<file path="src/rtl/uart_cmd_pkg.sv">
// Shared constants for the UART command path: byte/field widths, field
// positions within the received byte, and the decoder state encoding.
package uart_cmd_pkg;

    localparam int DATA_W = 8;
    localparam int OPC_W  = 2;
    localparam int OPR_W  = 3;

    localparam int OPC_MSB = 7;
    localparam int OPC_LSB = 6;
    localparam int OP1_MSB = 5;
    localparam int OP1_LSB = 3;
    localparam int OP2_MSB = 2;
    localparam int OP2_LSB = 0;

    localparam logic [0:0] ST_IDLE    = 1'b0;
    localparam logic [0:0] ST_PENDING = 1'b1;

endpackage

</file>
<file path="src/rtl/uart_cmd_decoder.sv">
// Splits one received UART byte into opcode/operand fields and holds it as a
// single pending command until the executor acknowledges it.
module uart_cmd_decoder
    import uart_cmd_pkg::*;
#(
    parameter int DATA_W = uart_cmd_pkg::DATA_W,
    parameter int OPC_W  = uart_cmd_pkg::OPC_W,
    parameter int OPR_W  = uart_cmd_pkg::OPR_W
) (
    input  logic              clk,
    input  logic              reset,
    input  logic              rx_valid,
    input  logic              cmd_ack,
    input  logic [DATA_W-1:0] data,
    output logic              cmd_valid,
    output logic [OPC_W-1:0]  opcode,
    output logic [OPR_W-1:0]  operand1,
    output logic [OPR_W-1:0]  operand2
);

    logic [0:0]       state_q, state_d;
    logic             valid_q, valid_d;
    logic [OPC_W-1:0] opc_q, opc_d;
    logic [OPR_W-1:0] op1_q, op1_d;
    logic [OPR_W-1:0] op2_q, op2_d;
    logic             capture_s;

    // Next-state and field capture; a byte is taken only when the slot is free
    // or is being freed by an ack in the same cycle.
    always_comb begin
        state_d   = state_q;
        valid_d   = valid_q;
        capture_s = 1'b0;
        case (state_q)
            ST_IDLE: begin
                if (rx_valid) begin
                    capture_s = 1'b1;
                    state_d   = ST_PENDING;
                    valid_d   = 1'b1;
                end else begin
                    state_d   = ST_IDLE;
                    valid_d   = 1'b0;
                end
            end
            ST_PENDING: begin
                if (cmd_ack && rx_valid) begin
                    capture_s = 1'b1;
                    state_d   = ST_PENDING;
                    valid_d   = 1'b1;
                end else if (cmd_ack) begin
                    state_d   = ST_IDLE;
                    valid_d   = 1'b0;
                end else begin
                    state_d   = ST_PENDING;
                    valid_d   = 1'b1;
                end
            end
            default: begin
                state_d = ST_IDLE;
                valid_d = 1'b0;
            end
        endcase

        if (capture_s) begin
            opc_d = data[OPC_MSB:OPC_LSB];
            op1_d = data[OP1_MSB:OP1_LSB];
            op2_d = data[OP2_MSB:OP2_LSB];
        end else begin
            opc_d = opc_q;
            op1_d = op1_q;
            op2_d = op2_q;
        end
    end

    // State and output registers, cleared asynchronously.
    always_ff @(posedge clk or negedge reset) begin
        if (!reset) begin
            state_q <= ST_IDLE;
            valid_q <= 1'b0;
            opc_q   <= '0;
            op1_q   <= '0;
            op2_q   <= '0;
        end else begin
            state_q <= state_d;
            valid_q <= valid_d;
            opc_q   <= opc_d;
            op1_q   <= op1_d;
            op2_q   <= op2_d;
        end
    end

    assign cmd_valid = valid_q;
    assign opcode    = opc_q;
    assign operand1  = op1_q;
    assign operand2  = op2_q;

endmodule

</file>
<file path="config.mk">
export PLATFORM = sky130hd
export DESIGN_NAME = uart_cmd_decoder
export DESIGN_NICKNAME = d
export VERILOG_FILES = /design/src/rtl/uart_cmd_pkg.sv /design/src/rtl/uart_cmd_decoder.sv
export SDC_FILE = /design/constraint.sdc
export NUM_CORES = 1
export LEC_CHECK = 0
export ABC_AREA = 0
export BUFFER_PORTS_ARGS = -buffer_cell sky130_fd_sc_hd__buf_2
export CAP_MARGIN = 40
export CORE_AREA = 2 2 39 41
export CTS_BUF_LIST = sky130_fd_sc_hd__clkbuf_2 sky130_fd_sc_hd__clkbuf_4 sky130_fd_sc_hd__clkbuf_8
export DETAILED_ROUTE_END_ITERATION = 10
export DIE_AREA = 0 0 41 43
export PLACE_DENSITY = 0.57
export SLEW_MARGIN = 20
export SYNTH_ARGS = -nofsm -noshare
export SYNTH_HDL_FRONTEND = slang
export SYNTH_SLANG_ARGS = --single-unit
</file>
<file path="constraint.sdc">
create_clock -name clk -period 2.9 [get_ports clk]
set_input_delay 0.58 -clock clk [delete_from_list [all_inputs] [get_ports clk]]
set_output_delay 0.58 -clock clk [all_outputs]
set_load 0.02 [all_outputs]
</file>
; ---- Word-level counts from Yosys, hierarchy flattened
; Index checks and enable logic that the tools add are counted.
[word_totals]
mem_bits_ro = 0
elab_cells = 12
output_inout_bits = 9
ramBits = 0
n_memories = 0
in_bits = 12
regBits = 9
latchBits = 0
[classes]
shifts = 0
n_addsub = 0
bitwise_logic = 1
n_lt_le_gt_ge = 0
n_mul = 0
n_div = 0
reduce_logical = 1
mux = 6
n_eq_ne = 0
[op_table]
columns = cell, count
row1 = $mux W1, 4
row2 = $pmux W1 S2, 2
row3 = $logic_and A1 B1 Y1, 1
row4 = $not A1 Y1, 1

; ---- Longest topological paths before layout
[logic_depth]
word_depth = 3
ltp_mapped = 3
mapped_depth_nobuf = 3

; ---- Worst setup path before layout
; Ideal clock, no wire load.
[synth_path]
path_type = input to register
from = input port cmd_ack
to = register opc_q[0], in the netlist opcode[0]
path_slack_ns = 1.623
arrival_time_ns = 1.152
path_stages = 3
required_time_ns = 2.775
n_path_buf = 0
path_cell_list = nand2b_4 nand2_4 mux2_4
[synth_between]
elab_chain_cells = 3
[synth_lines]
columns = element, line
row1 = start: declaration, uart_cmd_decoder.sv:13  ; input logic cmd_ack,
row2 = $logic_and A1 B1 Y1, uart_cmd_decoder.sv:46  ; if (cmd_ack && rx_valid) begin
row3 = $mux W1, uart_cmd_decoder.sv:46
row4 = $pmux W1 S2, uart_cmd_decoder.sv:34  ; case (state_q)
row5 = end signal: assignment, uart_cmd_decoder.sv:86  ; opc_q <= opc_d;
row6 = end: declaration, uart_cmd_decoder.sv:23  ; logic [OPC_W-1:0] opc_q, opc_d;
; Every way passes these cells.
; A chain may end at the register's enable or synchronous reset.

; ---- Final worst setup path
[layout_path]
from = register valid_q, in the netlist cmd_valid
to = output port cmd_valid
[layout_rtl]
columns = element, line
row1 = start: declaration, uart_cmd_decoder.sv:22  ; logic valid_q, valid_d;
row2 = start signal: assignment, uart_cmd_decoder.sv:85  ; valid_q <= valid_d;
row3 = end: declaration, uart_cmd_decoder.sv:15  ; output logic cmd_valid,
; No word-level cell between the ends.

==> results.md <==
- Post-synthesis sequential area ratio: around three fifths
- Max-Cap Viols: 0
- CTS Hold Buffers Added: 0
- Core ar.: 1380 µm²
- CP bufs+invs: 1
- Clock Sinks: 9
- Total negative slack: 0 ns
- Via count: approximately 240
- Area Overhead vs Synth: 39.7%
- Max VDD drop: approximately 0.25 mV
- Maximum clock path buffer count: 2
- Status: completed
- Synth cell types: 5
- Die H: ~43 µm
- First DRT Iteration DRCs: 0
- Total power divided by cell area: ~640 nW/µm²
- Syn Nets: 32
- # fillers: roughly 140
- RSZ-0062 raised after global routing: no
- Final net count: 57
- Post-cts sizing count: 0
- Vias/cell: just over 4
- Cell Area, Synth: 378 µm²
- CP Class: flip-flop to output pin
- Maximum clock rate: about 0.7 GHz
- Num ports: 21
- Fin. max-slew vios: 0
- Sw Share: a little over a quarter
- CP Capture Type: output pin
- H-tree Lvls: 1
- Hold Vio Cnt, Final: 0
- CP Max Fanout: 2
- Hpwl dp: roughly 480 µm
- Congestion Overflow GR: 0
- CP cell instances: buf_2
- Residual DRC: 0
- Pre-antenna DRT Iters: 1
- Die area: 1760 µm²
- Flops & latches, synth: 9
- Final setup violating endpoints: 0
- Gpl congestion: 0.561
- Min-Delay Path Class: primary input to asynchronous set/reset pin
- Initial cell density of the core: a little over a quarter
- Vias in the first global route: 211
- Syn avg cell area: 18.9 µm²
- Cell depth of the worst setup path: 1
- Clock slew at reported path FFs: roughly 0.060 ns
- Comb power frac: 25.1%
- Slew @ Worst Pin: ~0.19 ns
- Sequential share of power: around 45%
- First-pass GRT wire length: 869 µm
- Largest net degree at the start of global routing: 10
- Worst Path Required: around 2.3 ns
- Die Wd: 41 µm
- Drt total wl: 618 µm
- Ant. Diodes: 0
- Yosys warning count: 0
- Setup bufs post-CTS: 0
- Clk_lat worst skew: 0.25 ns
- Clock root cell: clkbuf_4
- Clk_skew: approximately 0.0014 ns
- Internal power: 0.248 mW
- Psw: about 0.090 mW
- CP startpoint kind: flip-flop
- Crit path max-delay family: flip-flops
- ANT nets after route: 0
- Worst reg-to-reg path cell count: 3
- Design Power: roughly 0.34 mW
- Mapped Cells: 20
- CTS tree: yes
- Row Count: 14
- Pleak: slightly below 0.3 nW
- Layout cells sized above 1: slightly below 80%
- IO Port Bufs: 20
- Crit path largest cell delay: about 0.40 ns
- Initial antenna violation count: 0
- GR Util All Layers: approximately 8.0%
- Tcrit/Tclk final: roughly 48%
- Total CTS buffers: 3
- Crit path DAT: between 0.8 and 0.9 ns
- Clock network power share: roughly 30%
- Crit-path slowest cell: dfrtp_1
- Avg WL per Cell: a little over 10 µm
- Rel. slew slack: 87.1%
- Final worst path period need: approximately 1.4 ns
==> cells by family after synthesis <==
kind of cell	count (synthesis)	share of synthesized area, %
muxes	8	31.8
DFF	9	59.6
and+or+nand+nor	3	8.61
==> metal layers <==
metal / vias up / part of all wire, % / global-route usage, %
met2: 16 / 43 / 8.75
met3: 2 / 15 / 3.66
li1: 117 / - / -
met1: 108 / 41 / 10.6
met5: - / 0 / 0
met4: 0 / 0.65 / 8.00
==> final timing paths <==
check	startpoint	slack (ns)	end
setup / recovery	cmd_valid$_DFF_PN0_	1.50	cmd_valid
hold / removal	reset	0.16	operand1[2]$_DFFE_PN0P_
setup reg to reg	cmd_valid$_DFF_PN0_	1.86	operand2[2]$_DFFE_PN0P_
hold reg to reg	opcode[1]$_DFFE_PN0P_	0.50	opcode[1]$_DFFE_PN0P_
max in group asynchronous	reset	2.56	operand1[0]$_DFFE_PN0P_
min in group clk	opcode[1]$_DFFE_PN0P_	0.50	opcode[1]$_DFFE_PN0P_
==> Yosys cell counts, drive strengths merged <==
cell / n / share of area, %
nand2b: 1 / 3.6
dfrtp: 9 / 60
or2b: 1 / 2.0
mux2: 8 / 32
nand2: 1 / 3.0
==> power groups by stage <==
stage / clock network [mW] / registers [mW] / logic (mW)
floorplan: 0 / 0.177 / 0.0331
CTS: 0.108 / 0.152 / 0.0865
global placement: 0 / 0.156 / 0.0850
finish: 0.101 / 0.152 / 0.0848
detailed placement: 0 / 0.154 / 0.0865
global route: 0.113 / 0.154 / 0.0904
==> through the flow <==
stage,setup WS [ns],instance area [µm²],utilization [%],cells,hold WS (ns)
CTS,1.48,528,38.2,60,0.163
global route,1.46,528,38.2,60,0.166
global placement,1.50,498,36.0,56,0.439
finish,1.50,528,38.2,60,0.164
detailed placement,1.49,498,36.0,56,0.443
floorplan,1.62,378,-,20,0.284
==> area by class of cell <==
class	count	area [µm²]	area share [%]
sequential	9	225	42.7
multi-input combinational	11	153	28.9
clock buffer	4	30.0	5.69
tap	16	20.0	3.79
timing repair buffer	20	100	19.0
==> state kept, by name (all words and copies together), names as in the netlist <==
register,flops
operand1,3
operand2,3
opcode,2
cmd_valid,1
==> cells in the final DEF, fill, tap and decap left out, drive strengths merged <==
master	synthesis	final
or2b	1	1
clkbuf	0	4
nand2	1	1
buf	0	20
nand2b	1	1
dfrtp	9	9
mux2	8	8
Power figures use the tool's default switching activity.
